### config.mk
export PLATFORM = sky130hd
export DESIGN_NAME = joy_gun_accum
export DESIGN_NICKNAME = d
export VERILOG_FILES = /design/src/rtl/joy_gun_accum.sv
export SDC_FILE = /design/constraint.sdc
export NUM_CORES = 1
export LEC_CHECK = 0
export CAP_MARGIN = 10
export CELL_PAD_IN_SITES_DETAIL_PLACEMENT = 1
export CELL_PAD_IN_SITES_GLOBAL_PLACEMENT = 2
export CORE_ASPECT_RATIO = 0.9
export CORE_MARGIN = 3
export CORE_UTILIZATION = 31
export DETAILED_ROUTE_END_ITERATION = 8
export PLACE_DENSITY = 0.91
export SLEW_MARGIN = 20
export SYNTH_ARGS = -nofsm -noshare
export SYNTH_HDL_FRONTEND = slang
export SYNTH_SLANG_ARGS = --single-unit
### constraint.sdc
create_clock -name clk_sys -period 2.3 [get_ports clk_sys]
set_clock_uncertainty 0.1 [all_clocks]
set_input_delay 0.345 -clock clk_sys [delete_from_list [all_inputs] [get_ports clk_sys]]
set_output_delay 0.345 -clock clk_sys [all_outputs]
set_load 0.005 [all_outputs]
### src/rtl/joy_gun_accum.sv
// joy_gun_accum: per-channel light-gun crosshair accumulator. Held joystick
// directions nudge a saturating X/Y position once every DIV rising edges
// of a slow tick strobe.
// Ports: clk_sys/reset (sync, active-high), tick (slow level strobe),
//   joy_left/right/up/down[N_CH] directions, recenter[N_CH] load CENTER,
//   gun_h/gun_v[N_CH*W] packed positions, moving[N_CH] direction held.
// Option: define JOY_GUN_ACCEL_EN for per-axis step acceleration (1,2,4)
//   after every ACC_MOVES consecutive moves in one direction.
module joy_gun_accum #(
  parameter int N_CH      = 2,
  parameter int W         = 6,
  parameter int DIV       = 3,
  parameter int CENTER    = 2**(W-1),
  parameter int ACC_MOVES = 4
) (
  input  logic              clk_sys,
  input  logic              reset,
  input  logic              tick,
  input  logic [N_CH-1:0]   joy_left,
  input  logic [N_CH-1:0]   joy_right,
  input  logic [N_CH-1:0]   joy_up,
  input  logic [N_CH-1:0]   joy_down,
  input  logic [N_CH-1:0]   recenter,
  output logic [N_CH*W-1:0] gun_h,
  output logic [N_CH*W-1:0] gun_v,
  output logic [N_CH-1:0]   moving
);

  localparam int DW = $clog2(DIV + 1);
  localparam logic [DW-1:0] DIV_LAST = DW'(DIV - 1);
  localparam logic [DW-1:0] D_ONE    = DW'(1);
  localparam logic [W-1:0]  CTR      = W'(CENTER);
  localparam logic [W:0]    ONE      = (W+1)'(1);

  logic tick_q;
  logic step;

  always_ff @(posedge clk_sys) begin
    if (reset) begin
      tick_q <= 1'b0;
    end else begin
      tick_q <= tick;
    end
  end

  // One-cycle strobe per rising edge of the slow tick level.
  assign step = tick & ~tick_q;

  // Opposing directions pressed together cancel out.
  assign moving = (joy_left ^ joy_right) | (joy_up ^ joy_down);

  for (genvar c = 0; c < N_CH; c++) begin : g_ch
    for (genvar a = 0; a < 2; a++) begin : g_ax
      logic          dn;
      logic          inc;
      logic          vld;
      logic          mv;
      logic [DW-1:0] div_q;
      logic [DW-1:0] div_d;
      logic [W-1:0]  pos_q;
      logic [W-1:0]  pos_d;
      logic [W:0]    size;
      logic [W:0]    sum;
      logic [W:0]    dif;

      // Axis 0 is horizontal (left/right), axis 1 vertical (up/down).
      assign dn  = (a == 0) ? joy_left[c]  : joy_up[c];
      assign inc = (a == 0) ? joy_right[c] : joy_down[c];
      assign vld = dn ^ inc;
      assign mv  = step & vld & (div_q == DIV_LAST);

      // One extra bit catches overflow/underflow for saturation.
      assign sum = {1'b0, pos_q} + size;
      assign dif = {1'b0, pos_q} - size;

      always_comb begin
        pos_d = pos_q;
        div_d = div_q;
        if (step) begin
          if (!vld) begin
            div_d = '0;
          end else if (div_q == DIV_LAST) begin
            div_d = '0;
            if (inc) begin
              pos_d = sum[W] ? {W{1'b1}} : sum[W-1:0];
            end else begin
              pos_d = dif[W] ? '0 : dif[W-1:0];
            end
          end else begin
            div_d = div_q + D_ONE;
          end
        end
      end

      always_ff @(posedge clk_sys) begin
        if (reset || recenter[c]) begin
          pos_q <= CTR;
          div_q <= '0;
        end else begin
          pos_q <= pos_d;
          div_q <= div_d;
        end
      end

`ifdef JOY_GUN_ACCEL_EN
      localparam int CW = (ACC_MOVES > 1) ? $clog2(ACC_MOVES) : 1;
      localparam logic [CW-1:0] ACC_LAST = CW'(ACC_MOVES - 1);
      localparam logic [CW-1:0] C_ONE    = CW'(1);

      logic [1:0]    lvl_q;
      logic [1:0]    lvl_d;
      logic [1:0]    lvl_eff;
      logic [CW-1:0] cnt_q;
      logic [CW-1:0] cnt_d;
      logic [CW-1:0] cnt_eff;
      logic          dir_q;
      logic          dir_d;
      logic          rev;

      // A reversal drops back to unit steps before this step's move.
      assign rev     = step & vld & (inc != dir_q);
      assign lvl_eff = rev ? 2'd0 : lvl_q;
      assign cnt_eff = rev ? '0 : cnt_q;
      assign size    = ONE << lvl_eff;

      always_comb begin
        lvl_d = lvl_q;
        cnt_d = cnt_q;
        dir_d = dir_q;
        if (step) begin
          if (!vld) begin
            lvl_d = 2'd0;
            cnt_d = '0;
          end else begin
            dir_d = inc;
            lvl_d = lvl_eff;
            cnt_d = cnt_eff;
            if (mv) begin
              if (cnt_eff == ACC_LAST) begin
                cnt_d = '0;
                if (lvl_eff != 2'd2) begin
                  lvl_d = lvl_eff + 2'd1;
                end
              end else begin
                cnt_d = cnt_eff + C_ONE;
              end
            end
          end
        end
      end

      always_ff @(posedge clk_sys) begin
        if (reset || recenter[c]) begin
          lvl_q <= 2'd0;
          cnt_q <= '0;
          dir_q <= 1'b0;
        end else begin
          lvl_q <= lvl_d;
          cnt_q <= cnt_d;
          dir_q <= dir_d;
        end
      end
`else
      assign size = ONE;
`endif

      if (a == 0) begin : g_h
        assign gun_h[c*W +: W] = pos_q;
      end else begin : g_v
        assign gun_v[c*W +: W] = pos_q;
      end
    end
  end

endmodule

==> results.ini <==
[power]
p_sw_share_pct = 25.27
peakVddDrop_mv = 0.1981
pwr-share-comb_pct = 13.2
p_seq_share_pct = 48.7
power_leakage_uw = 0.001119
pwr-share-clk_pct = 38.1
switchingPower_uw = 300.6
pwr_density_cell_nw_per_um2 = 383.9
p_int_uw = 888.8

[detailed_routing]
num_vias = 2609
drt_wl_total_um = 7167
met2_length_um = 3402
viasPerCell = 5.759
drtIter0Drc = 40
wire_per_inst_um = 15.82
wl_met3_um = 294
drt-met1-wl_um = 3435
drc = 0
ant_nets = 0
highest_layer = met4
drt_pass1_iterations = 4

[setup_path]
rr_worst_depth = 4
path_cells = clkdlybuf4s50_1 -> xnor2_2 -> nand2_1 -> clkdlybuf4s50_1
crit_path_max_fanout = 4
cp.required_ps = 1860
max_stage_delay_ps = 460
worst-path-stages = 4
cp-end-kind = primary output
crit_path_frequent_cell = clkdlybuf4s50_1
crit_slowest_cell = clkdlybuf4s50_1
critical_path_buf_inv_count = 2
worstPathArrival_ps = 1690
worst_setup_path_start_kind = input pin
path_class = input pin to primary output
crit_family = buffers and inverters

[die]
die_w_um = 99.90
coreArea_sq_um = 7620
num_rows = 30
fp.dieH_um = 90.51
start_util_pct = 32.28
io_pins = 39
dieArea_sq_um = 9041

[global_route]
grt_pass1_wl_um = 12570
antenna_found_initial = 0
grt_max_degree = 16
grt_overflow = 0
track_usage_pct = 16.39
grt_pass1_vias = 2642

[synth]
async_flop_share_pct = 0
synth_ff_type = dfxtp_1
synth_edf_count = 0
yosys_register_bits = 33
avgSynthCellArea_sq_um = 7.735
ys_seq_area_share_pct = 26.86
synthDistinctLibCells = 67
netlist_area_sq_um = 2460
synth_fp_nets = 339
syn-instance-count = 318
yosys_warnings = 0

[sta]
final_hold_viol_count = 0
fin_crit_ps = 2132
grt_setup_unrepaired = no
worst_pin_slew_ps = 487.3
final-setup-viol-count = 0
whs_ps = 390.5
slew_violations = 0
slew_headroom_pct = 67.47
min_period_over_period_pct = 92.68
max_freq_ghz = 0.4691
setup_ws_ps = 168.3

[finish]
drive_above_1_share_pct = 11.20
stdcell_count = 453
regArea_sq_um = 660.6
area_delta_synth_final_pct = 25.94
post-route-util_pct = 40.66
fillers = 929
num_antenna_cells = 0
nNetsFinal = 378
multi_input_area_sq_um = 1637

[placed_design]
place_congestion = 0.7892
pre_cts_slack_ps = -31.65
port_buffers = 38
dp_cells = 446
place_hpwl_um = 5280

[clock_tree]
cts_tree = done
cts_hold_buf = 0
clk_pin_slew_ps = 70
cts_inserted_buffers = 5
ctsHtreeMaxLevel = 2
clock_sinks = 33
clk_latency_ps = 280
clock_path_buffers = 2
cts_root_buffer = clkbuf_8

[outcome]
status = complete, no violations

[worst_hold_path]
whs_path_depth = 2
hold_path_class = flop to flop

[run]
max-cap-violations = 0

logic make-up (layout without fill, tap and decap cells):
group                    after synthesis  count (layout)  share of synthesized area (%)
AO/OA/AOI/OAI                        114             114                          32.10
flip-flops                            33              33                          26.86
XOR/XNOR                               6               6                          2.136
multiplexers                           3               3                          1.221
buffers and inverters                 43              82                          7.222
adder cells (fa/ha/maj)                8               8                          4.069
AND/OR/NAND/NOR                      111             111                          26.40
layout by cell type (no fill, tap or decap), types with 3 or more instances in the layout:
cell and count:
a21o_1 3, a21oi_1 31, a22oi_1 7, a311oi_1 3, a31oi_1 8, and3_1 3
buf_4 20, clkbuf_8 6, clkdlybuf4s50_1 38, dfxtp_1 33, ha_1 8, inv_1 17
mux2i_1 3, nand2_1 20, nand2b_1 5, nand3_1 11, nand4_1 5, nand4b_1 3
nor2_1 19, nor2b_1 8, nor3_1 8, nor4_1 5, o211ai_1 4, o21ai_0 16
o221a_1 4, o22ai_1 4, o31ai_1 4, or3_1 3, or4_1 3
worst min-delay path: cells and delay by family (launching register included):
family / cells / cell delay, ps
flip-flops: 1 / 330
AND/OR/NAND/NOR: 1 / 70
AO/OA/AOI/OAI: 1 / 50
layer usage:
| metal | vias up | global-route usage (%) |
|---|---|---|
| met5 | - | 0 |
| met4 | 0 | 3.072 |
| met3 | 5 | 2.934 |
| met2 | 45 | 26.83 |
| met1 | 1278 | 22.56 |
| li1 | 1281 | - |
synth_stat cells (3+ instances only):
library cell / instances / area share (%)
clkbuf_1: 13 / 2.0
nand2b_1: 5 / 1.3
a22oi_1: 7 / 2.1
ha_1: 8 / 4.1
mux2i_1: 3 / 1.2
xnor2_1: 4 / 1.4
nand3_1: 11 / 2.2
or4_1: 3 / 0.92
nor4_1: 5 / 1.3
dfxtp_1: 33 / 27
nand4_1: 5 / 1.3
and3_1: 3 / 0.76
nor3_1: 8 / 1.6
o31ai_1: 4 / 1.2
a311oi_1: 3 / 1.1
o22ai_1: 4 / 1.0
o211ai_1: 4 / 1.2
a21o_1: 3 / 0.92
buf_1: 4 / 0.61
nand4b_1: 3 / 1.1
o221a_1: 4 / 1.8
nor2_1: 19 / 2.9
or3_1: 3 / 0.76
inv_1: 17 / 2.6
a31oi_1: 8 / 2.0
a21oi_1: 31 / 6.3
o21ai_0: 16 / 3.3
nand2_1: 20 / 3.1
nor2b_1: 8 / 2.0
buf_2: 7 / 1.4
registers in the layout, indices dropped and copies added, names as in the netlist:
name	cells
g_ch.g_ax.div_q	8
g_ch.g_ax.pos_q	24
tick_q	1
power groups by stage:
stage	Clock [uW]	Sequential, uW	Combinational (uW)
after CTS	470	579	156
after floorplan	0	591	84.7
final	454	579	157
after global placement	0	592	150
after global routing	501	579	172
after detailed placement	0	592	154
per-stage QoR:
| stage | setup TNS [ps] | power (uW) | instance area, sq um |
|---|---|---|---|
| 2_1_floorplan | 0 | 675.6 | 2460 |
| 3_3_place_gp | -12.60 | 741.9 | 2997 |
| 3_5_place_dp | -31.65 | 745.8 | 2997 |
| 4_1_cts | 0 | 1205 | 3090 |
| 5_1_grt | 0 | 1252 | 3098 |
| 6_report | 0 | 1189 | 3098 |
final cells by class:
class | instances | area share, %
Clock buffer | 7 | 2.787
Sequential cell | 33 | 21.32
Tap cell | 96 | 3.877
Timing Repair Buffer | 58 | 17.12
Multi-Input combinational cell | 242 | 52.83
Inverter | 17 | 2.060
worst paths after layout:
| kind | endpoint | start | slack, ps |
|---|---|---|---|
| max reg2reg | g_ch[0].g_ax[0].pos_q[5]$_SDFFE_PP1P_ | g_ch[0].g_ax[0].pos_q[0]$_SDFFE_PP0P_ | 430 |
| max | moving[1] | joy_up[1] | 170 |
| min reg2reg | g_ch[0].g_ax[1].div_q[1]$_SDFFE_PP0N_ | g_ch[0].g_ax[1].div_q[1]$_SDFFE_PP0N_ | 390 |
| min | g_ch[0].g_ax[1].div_q[1]$_SDFFE_PP0N_ | g_ch[0].g_ax[1].div_q[1]$_SDFFE_PP0N_ | 390 |
repair_timing:
action                                  in CTS  in global routing
endpoints found under the hold margin        0                  0
gates resized for setup                      1                  1
endpoints found under the setup margin       1                  1
pin swaps                                    0                  0
buffers inserted                             0                  0
(Power assumes the default switching activity.)
